--- src/rtl/mux_op_driver_if.sv ---
// Command, result-unit and response bundle for mux_op_driver.
// The slave view belongs to the driver; the master view feeds it.
interface mux_op_driver_if #(
  parameter int WIDTH = 8
);
  logic             cmd_valid;
  logic             cmd_ready;
  logic [1:0]       cmd_op;
  logic [WIDTH-1:0] cmd_a;
  logic [WIDTH-1:0] cmd_b;
  logic [WIDTH-1:0] op_a;
  logic [WIDTH-1:0] op_b;
  logic             op_in_data;
  logic             op_sel;
  logic             op_add;
  logic             op_sub;
  logic [WIDTH:0]   op_result;
  logic             rsp_valid;
  logic             rsp_ready;
  logic [WIDTH:0]   rsp_data;
  logic [1:0]       rsp_op;
  logic             rsp_err;
  logic [7:0]       err_count;
  logic             busy;

  modport slave (
    input  cmd_valid, cmd_op, cmd_a, cmd_b,
    input  op_result, rsp_ready,
    output cmd_ready, op_a, op_b,
    output op_in_data, op_sel, op_add, op_sub,
    output rsp_valid, rsp_data, rsp_op, rsp_err,
    output err_count, busy
  );

  modport master (
    output cmd_valid, cmd_op, cmd_a, cmd_b,
    output op_result, rsp_ready,
    input  cmd_ready, op_a, op_b,
    input  op_in_data, op_sel, op_add, op_sub,
    input  rsp_valid, rsp_data, rsp_op, rsp_err,
    input  err_count, busy
  );
endinterface

--- src/rtl/mux_op_driver.sv ---
// Sequencer that issues one op to the select/add/sub result unit,
// waits its latency, and returns the checked result.
module mux_op_driver #(
  parameter int WIDTH = 8,
  parameter int LAT   = 1
) (
  input logic            CLK,
  input logic            RST,
  mux_op_driver_if.slave bus
);

  localparam int CW = (LAT < 2) ? 1 : $clog2(LAT + 1);

  typedef enum logic [1:0] {
    IDLE,
    ISSUE,
    WAIT,
    RESP
  } state_t;

  state_t         state;
  logic [1:0]     op_q;
  logic [WIDTH:0] exp_q;
  logic [WIDTH:0] exp_d;
  logic [CW-1:0]  cnt;
  logic           mism;

  assign bus.cmd_ready = (state == IDLE) && RST;
  assign bus.busy      = (state != IDLE);
  assign mism          = (bus.op_result != exp_q);

  always_comb begin
    exp_d = '0;
    unique case (op_q)
      2'd0: exp_d = {1'b0, bus.op_a};
      2'd1: exp_d = {1'b0, bus.op_b};
      2'd2: exp_d = {1'b0, bus.op_a} + {1'b0, bus.op_b};
      2'd3: exp_d = {1'b0, bus.op_a} - {1'b0, bus.op_b};
      default: exp_d = '0;
    endcase
  end

  always_ff @(posedge CLK or negedge RST) begin
    if (!RST) begin
      state          <= IDLE;
      op_q           <= '0;
      exp_q          <= '0;
      cnt            <= '0;
      bus.op_a       <= '0;
      bus.op_b       <= '0;
      bus.op_in_data <= 1'b0;
      bus.op_sel     <= 1'b0;
      bus.op_add     <= 1'b0;
      bus.op_sub     <= 1'b0;
      bus.rsp_valid  <= 1'b0;
      bus.rsp_data   <= '0;
      bus.rsp_op     <= '0;
      bus.rsp_err    <= 1'b0;
      bus.err_count  <= '0;
    end else begin
      unique case (state)
        IDLE: begin
          if (bus.cmd_valid) begin
            op_q     <= bus.cmd_op;
            bus.op_a <= bus.cmd_a;
            bus.op_b <= bus.cmd_b;
            {bus.op_sub, bus.op_add, bus.op_sel, bus.op_in_data}
              <= 4'b0001 << bus.cmd_op;
            state    <= ISSUE;
          end
        end
        ISSUE: begin
          exp_q <= exp_d;
          cnt   <= CW'(LAT);
          {bus.op_sub, bus.op_add, bus.op_sel, bus.op_in_data}
            <= 4'b0000;
          state <= WAIT;
        end
        WAIT: begin
          if (cnt == CW'(1)) begin
            bus.rsp_data  <= bus.op_result;
            bus.rsp_op    <= op_q;
            bus.rsp_err   <= mism;
            bus.rsp_valid <= 1'b1;
            if (mism && (bus.err_count != 8'hFF))
              bus.err_count <= bus.err_count + 8'd1;
            state <= RESP;
          end else begin
            cnt <= cnt - CW'(1);
          end
        end
        RESP: begin
          if (bus.rsp_ready) begin
            bus.rsp_valid <= 1'b0;
            state         <= IDLE;
          end
        end
        default: state <= IDLE;
      endcase
    end
  end

endmodule

--- src/flat_wrapper.sv ---
// flat-port wrapper written by rule: the top's interface ports become plain ports
module mux_op_driver_flat 
#(
  parameter int WIDTH = 8,
  parameter int LAT   = 1
)
  (CLK, RST, bus_cmd_valid, bus_cmd_op, bus_cmd_a, bus_cmd_b, bus_op_result, bus_rsp_ready, bus_cmd_ready, bus_op_a, bus_op_b, bus_op_in_data, bus_op_sel, bus_op_add, bus_op_sub, bus_rsp_valid, bus_rsp_data, bus_rsp_op, bus_rsp_err, bus_err_count, bus_busy);
  mux_op_driver_if #(.WIDTH(WIDTH)) bus_i ();
  input logic CLK;
  input logic RST;
  input wire logic [$bits(bus_i.cmd_valid)-1:0] bus_cmd_valid;
  input wire logic [$bits(bus_i.cmd_op)-1:0] bus_cmd_op;
  input wire logic [$bits(bus_i.cmd_a)-1:0] bus_cmd_a;
  input wire logic [$bits(bus_i.cmd_b)-1:0] bus_cmd_b;
  input wire logic [$bits(bus_i.op_result)-1:0] bus_op_result;
  input wire logic [$bits(bus_i.rsp_ready)-1:0] bus_rsp_ready;
  output wire logic [$bits(bus_i.cmd_ready)-1:0] bus_cmd_ready;
  output wire logic [$bits(bus_i.op_a)-1:0] bus_op_a;
  output wire logic [$bits(bus_i.op_b)-1:0] bus_op_b;
  output wire logic [$bits(bus_i.op_in_data)-1:0] bus_op_in_data;
  output wire logic [$bits(bus_i.op_sel)-1:0] bus_op_sel;
  output wire logic [$bits(bus_i.op_add)-1:0] bus_op_add;
  output wire logic [$bits(bus_i.op_sub)-1:0] bus_op_sub;
  output wire logic [$bits(bus_i.rsp_valid)-1:0] bus_rsp_valid;
  output wire logic [$bits(bus_i.rsp_data)-1:0] bus_rsp_data;
  output wire logic [$bits(bus_i.rsp_op)-1:0] bus_rsp_op;
  output wire logic [$bits(bus_i.rsp_err)-1:0] bus_rsp_err;
  output wire logic [$bits(bus_i.err_count)-1:0] bus_err_count;
  output wire logic [$bits(bus_i.busy)-1:0] bus_busy;
  assign bus_i.cmd_valid = bus_cmd_valid;
  assign bus_i.cmd_op = bus_cmd_op;
  assign bus_i.cmd_a = bus_cmd_a;
  assign bus_i.cmd_b = bus_cmd_b;
  assign bus_i.op_result = bus_op_result;
  assign bus_i.rsp_ready = bus_rsp_ready;
  assign bus_cmd_ready = bus_i.cmd_ready;
  assign bus_op_a = bus_i.op_a;
  assign bus_op_b = bus_i.op_b;
  assign bus_op_in_data = bus_i.op_in_data;
  assign bus_op_sel = bus_i.op_sel;
  assign bus_op_add = bus_i.op_add;
  assign bus_op_sub = bus_i.op_sub;
  assign bus_rsp_valid = bus_i.rsp_valid;
  assign bus_rsp_data = bus_i.rsp_data;
  assign bus_rsp_op = bus_i.rsp_op;
  assign bus_rsp_err = bus_i.rsp_err;
  assign bus_err_count = bus_i.err_count;
  assign bus_busy = bus_i.busy;
  mux_op_driver #(.WIDTH(WIDTH), .LAT(LAT)) u_core (.CLK(CLK), .RST(RST), .bus(bus_i));
endmodule
--- config.mk ---
export PLATFORM = sky130hd
export DESIGN_NAME = mux_op_driver_flat
export DESIGN_NICKNAME = d
export VERILOG_FILES = /design/src/rtl/mux_op_driver_if.sv /design/src/rtl/mux_op_driver.sv /design/src/flat_wrapper.sv
export SDC_FILE = /design/constraint.sdc
export NUM_CORES = 1
export LEC_CHECK = 0
export BUFFER_PORTS_ARGS = -buffer_cell sky130_fd_sc_hd__clkbuf_2
export CAP_MARGIN = 0
export CORE_MARGIN = 2
export CORE_UTILIZATION = 35
export CTS_CLUSTER_SIZE = 10
export DETAILED_ROUTE_END_ITERATION = 10
export HOLD_SLACK_MARGIN = 0.02
export PLACE_DENSITY_LB_ADDON = 0.1
export SYNTH_ARGS = -nofsm -noshare
export SYNTH_HDL_FRONTEND = slang
export SYNTH_SLANG_ARGS = --single-unit
--- constraint.sdc ---
create_clock -name CLK -period 2.4 [get_ports CLK]
set_clock_uncertainty 0.2 [all_clocks]
set_input_delay 0.36 -clock CLK [delete_from_list [all_inputs] [get_ports CLK]]
set_output_delay 0.36 -clock CLK [all_outputs]
set_load 0.05 [all_outputs]
After elaboration in Yosys (flattened, before gate mapping)

Cells that the tools add are included.

Flip-flop bits (word level): 55
Input bits: 31
Output and inout port bits: 43
Word-level logic and storage cells: 63

Add/sub/neg operators: 4
Equal/unequal tests: 11
Shifts and indexed selects: 1
Multiplexer cells: 18
Reduce and logical (&&, ||, !) cells: 14

Operator list:

| cell                                                                     | count |
|---|---|
| 9-bit case mux with 4 select lines                                       | 1 |
| 1-bit case mux with 2 select lines                                       | 6 |
| 8-bit by 8-bit adder with 9-bit output                                   | 1 |
| 9-bit inequality test                                                    | 1 |
| 3-bit AND reduction                                                      | 3 |
| 8-bit by 8-bit subtractor with 9-bit output                              | 1 |
| 8-bit by 1-bit adder with 8-bit output (second input constant)           | 1 |
| 2-bit == test (second input constant)                                    | 4 |
| 8-bit inequality test (second input constant)                            | 1 |
| 2-bit case mux with 4 select lines                                       | 1 |
| 2-bit nonzero test                                                       | 4 |
| 1-bit two-way mux                                                        | 7 |
| 2-bit two-way mux                                                        | 3 |
| 2-bit AND reduction                                                      | 3 |
| 2-bit by 1-bit == test with 1-bit output (second input constant)         | 2 |
| 2-bit logical NOT                                                        | 2 |
| 2-bit inequality test (second input constant)                            | 2 |
| 1-bit by 2-bit left shift with 4-bit output (first input constant)       | 1 |
| 1-bit logical AND                                                        | 2 |
| 2-bit by 1-bit inequality test with 1-bit output (second input constant) | 1 |
| 1-bit subtractor (second input constant)                                 | 1 |

Logic depth before layout (Yosys ltp)

Depth after elaboration: 3
Depth in mapped cells: 11
Gate-level depth less buffers: 11

Worst setup path before layout

OpenSTA, ideal clock, no wires.

Path kind: register to register
From: register u_core.bus.op_b[0]
To: register u_core.exp_q[8]
Data arrival time: 2502 ps
Path slack: -403 ps
Cell stages (with the launch flop): 11
Clock period less this slack: 2803 ps
Cells stage by stage: dfrtp_1 inv_1 ha_1 nand2_1 o21ai_0 fa_1 nor2b_1 o2111ai_1 and3_1 o21a_1 o32ai_1

Word-level cells in the longest chain between the ends: 2

RTL lines:

| what                                                                                                  | RTL line                                 | source |
|---|---|---|
| from (decl)                                                                                           | mux_op_driver_if.sv:29                   | `output cmd_ready, op_a, op_b,` |
| from (signal assigned)                                                                                | mux_op_driver.sv:66                      | `bus.op_b <= bus.cmd_b;` |
| 8-bit by 8-bit subtractor with 9-bit output or 8-bit by 8-bit adder with 9-bit output (tied branches) | mux_op_driver.sv:38, mux_op_driver.sv:37 |  |
| 9-bit case mux with 4 select lines (*)                                                                | mux_op_driver.sv:34                      | `unique case (op_q)` |
| to (signal assigned)                                                                                  | mux_op_driver.sv:73                      | `exp_q <= exp_d;` |
| to (decl)                                                                                             | mux_op_driver.sv:23                      | `logic [WIDTH:0] exp_q;` |

Mark *: on every way between the ends. The rest lies on a longest branch, timed or not.
A chain may end at the register's enable or synchronous reset.

Worst setup path after layout

From: register u_core.bus.op_b[1]
To: register u_core.exp_q[8]

Same word-level chain as after synthesis.

==> flow_metrics.py <==
metrics = {
    "worst_hold_path": {
        "hp-class": "input pin to async pin",
    },
    "clock_tree": {
        "clk_latency_ns": 0.31,
        "clk_path_buf_depth": 2,
        "cts_made_buffers": 5,
        "hold_buffers": 0,
        "cts_sinks": 55,
        "htree_levels": 2,
        "cts_root_buf": "clkbuf_8",
        "clkTransAtPathRegs_ns": 0.10,
        "cts_tree": "built",
    },
    "outcome": {
        "violations": "setup timing",
        "status": "complete, but fails checks",
    },
    "route": {
        "drc_errors": 0,
        "viasPerCell": 5.054,
        "ant_nets": 0,
        "route.vias.total": 2522,
        "wl_per_cell_um": 14.26,
        "routed_wl_um": 7117,
        "drtIter0Drc": 40,
        "drt_pass1_iterations": 4,
    },
    "worst_setup_path": {
        "worstSetupPathType": "flop to flop",
        "cp-end-kind": "flop",
        "cp_cell_sequence": "inv_4 -> ha_4 -> nand2_4 -> o21ai_4 -> fa_2 -> nor2b_4 -> o2111ai_2 -> and3_4 -> o21a_1 -> o32ai_2",
        "path_max_fanout": 3,
        "cp-startpoint": "u_core.bus.op_b[1]",
        "r2r_start": "u_core.bus.op_b[1]",
        "worstSetupStartpointType": "flop",
        "slowest_stage": "dfrtp_2",
        "cp.required_ns": 2.42,
        "cp_slowest_stage_delay_ns": 0.43,
        "worst_ep_arrival_time_ns": 2.44,
    },
    "cells_and_area": {
        "fin_nets": 437,
        "post-route-util": 0.4671,
        "final_common_cell": "clkbuf_2",
        "area_growth_pct": 30.33,
        "fill_cells": 855,
        "layout_common_cells": "73 x clkbuf_2, 51 x dfrtp_1, 32 x mux2_2",
        "diodes": 0,
        "drive_above_1_share": 0.4527,
    },
    "yosys": {
        "synth_fa_ha_area_frac": 0.06275,
        "synth_cell_types": 49,
        "ys.warnings.count": 0,
        "ys_seq_elements": 55,
        "synth_edf_count": 0,
        "synth_fp_nets": 336,
        "synthesis.area_sq_mm": 0.003110,
        "synthXorXnorAreaFrac": 0.05350,
        "netlist_instances": 290,
        "muxShareOfSynthArea": 0.1468,
        "seq_area_frac_synth": 0.4425,
        "yosys.area_share.simple": 0.1311,
        "synth_top_family_by_area": "multiplexers",
        "async_reset_ff_frac": 1.000,
        "ys.flop_type": "dfrtp_1",
        "synth_compound_area_frac": 0.1360,
        "synth_area_per_cell_sq_um": 10.73,
    },
    "sta": {
        "finalCritPeriodShare": 1.010,
        "fmax_mhz": 412.5,
        "finalHoldViolations": 0,
        "rsz0062_at_grt": "yes",
        "final.min_clock_period_ns": 2.424,
        "fin_setup_tns_ns": -0.02397,
        "setup_slack_ns": -0.02397,
        "worst_slew_pin_slew_ns": 0.7083,
        "maxSlewViolCount": 0,
        "slew_headroom": 0.5278,
        "setup_viol": 1,
    },
    "place": {
        "port_buffers": 73,
        "dpl.hpwl_um": 5481,
        "place.gp.congestion": 0.7727,
        "dp_slack_ns": -0.02940,
    },
    "floorplanning": {
        "core-area_sq_mm": 0.008678,
        "start_util": 0.3584,
        "ios": 74,
        "die_h_um": 98.27,
        "die_area_sq_mm": 0.009657,
        "core.rowCount": 34,
        "die_w_um": 98.27,
    },
    "global_route": {
        "overflow": 0,
        "grt_max_degree": 56,
        "antenna_found_initial": 0,
        "grt_pass1_vias": 2486,
        "grt_pass1_wl_um": 11900,
        "grt.total_usage": 0.1518,
    },
    "run": {
        "max_cap_viol_count": 0,
    },
}
per-stage QoR:
| step | instances | cell area (sq um) | hold WS (ns) |
|---|---|---|---|
| after floorplan | 290 | 3169 | -0.1356 |
| after global placement | 491 | 3844 | 0.2657 |
| after detailed placement | 491 | 3844 | 0.2727 |
| after CTS | 498 | 3963 | 0.07034 |
| after global routing | 499 | 4054 | 0.06973 |
| final | 499 | 4054 | 0.05987 |
state kept, by name, indices dropped and copies added (netlist names), 2 cells and up:
name,count
u_core.exp_q,9
u_core.bus.rsp_data,9
u_core.bus.err_count,8
u_core.bus.op_b,8
u_core.op_q,2
u_core.state,2
u_core.bus.op_a,8
u_core.bus.rsp_op,2
critical path, delay by kind of cell, from the launching register on:
kind	cells	cell delay, ns
buffers and inverters	1	0.09
AO/OA/AOI/OAI	4	0.62
AND/OR/NAND/NOR	3	0.42
adder cells (fa/ha/maj)	2	0.59
flip-flops	1	0.43
synthesized netlist by cell type, types with 3 or more instances:
library cell / count / area (sq um)
o21a_1: 5 / 37.54
xor2_1: 13 / 113.9
inv_1: 15 / 56.30
nor2b_1: 4 / 25.02
or3_1: 4 / 25.02
xnor2_1: 6 / 52.55
nand2b_1: 3 / 18.77
a31oi_1: 5 / 31.28
mux2_2: 32 / 360.4
nor2_1: 16 / 60.06
o21ai_0: 18 / 90.09
a41oi_1: 3 / 26.28
nor3_1: 4 / 20.02
clkbuf_1: 5 / 18.77
nand2_1: 20 / 75.07
a21oi_1: 12 / 60.06
ha_1: 14 / 175.2
mux2i_1: 7 / 70.07
dfrtp_1: 55 / 1376
and3_1: 5 / 31.28
nand3b_1: 3 / 22.52
nand3_1: 6 / 30.03
layout make-up:
| class | count | area, sq um | area share |
|---|---|---|---|
| multi-input combinational | 213 | 1793 | 0.4423 |
| sequential | 55 | 1381 | 0.3407 |
| timing repair buffer | 101 | 583.1 | 0.1438 |
| tap | 108 | 135.1 | 0.03333 |
| clock buffer | 6 | 72.57 | 0.01790 |
| inverter | 15 | 58.81 | 0.01451 |
| clock inverter | 1 | 30.03 | 0.007407 |
layer usage:
layer	GRT usage	wire length [um]	up-vias
met5	0	0	-
met4	0.04320	78	0
met3	0.02863	336	5
met2	0.2550	3433	64
met1	0.2009	3269	1206
li1	-	-	1247
final timing paths:
kind	slack [ns]	to	cells after the start
min reg2reg	0.29	u_core.bus.rsp_err	1
max reg2reg	-0.02	u_core.exp_q[8]	10
min	0.06	u_core.bus.rsp_data[4]	2
max in group asynchronous	1.40	u_core.bus.op_b[3]	2
min in group CLK	0.08	u_core.bus.op_b[1]	2
max	-0.02	u_core.exp_q[8]	10
timing repair:
action | 4_1_cts | 5_1_grt
pin swaps | 2 | 13
setup endpoints to repair | 2 | 6
resized for setup | 3 | 18
buffers inserted | 0 | 1
endpoints found under the hold margin | 0 | 0
cells by family after synthesis:
kind of cell / count (synthesis)
AOI/OAI and AO/OA: 62
xor gates and xnor gates: 19
adders and majority gates: 15
buffers and inverters: 22
DFF: 55
muxes: 41
and+or+nand+nor: 76
Power is left out: the tool's default activity adds up to more than one toggle a clock period on the data nets, which glitch-free logic cannot reach.
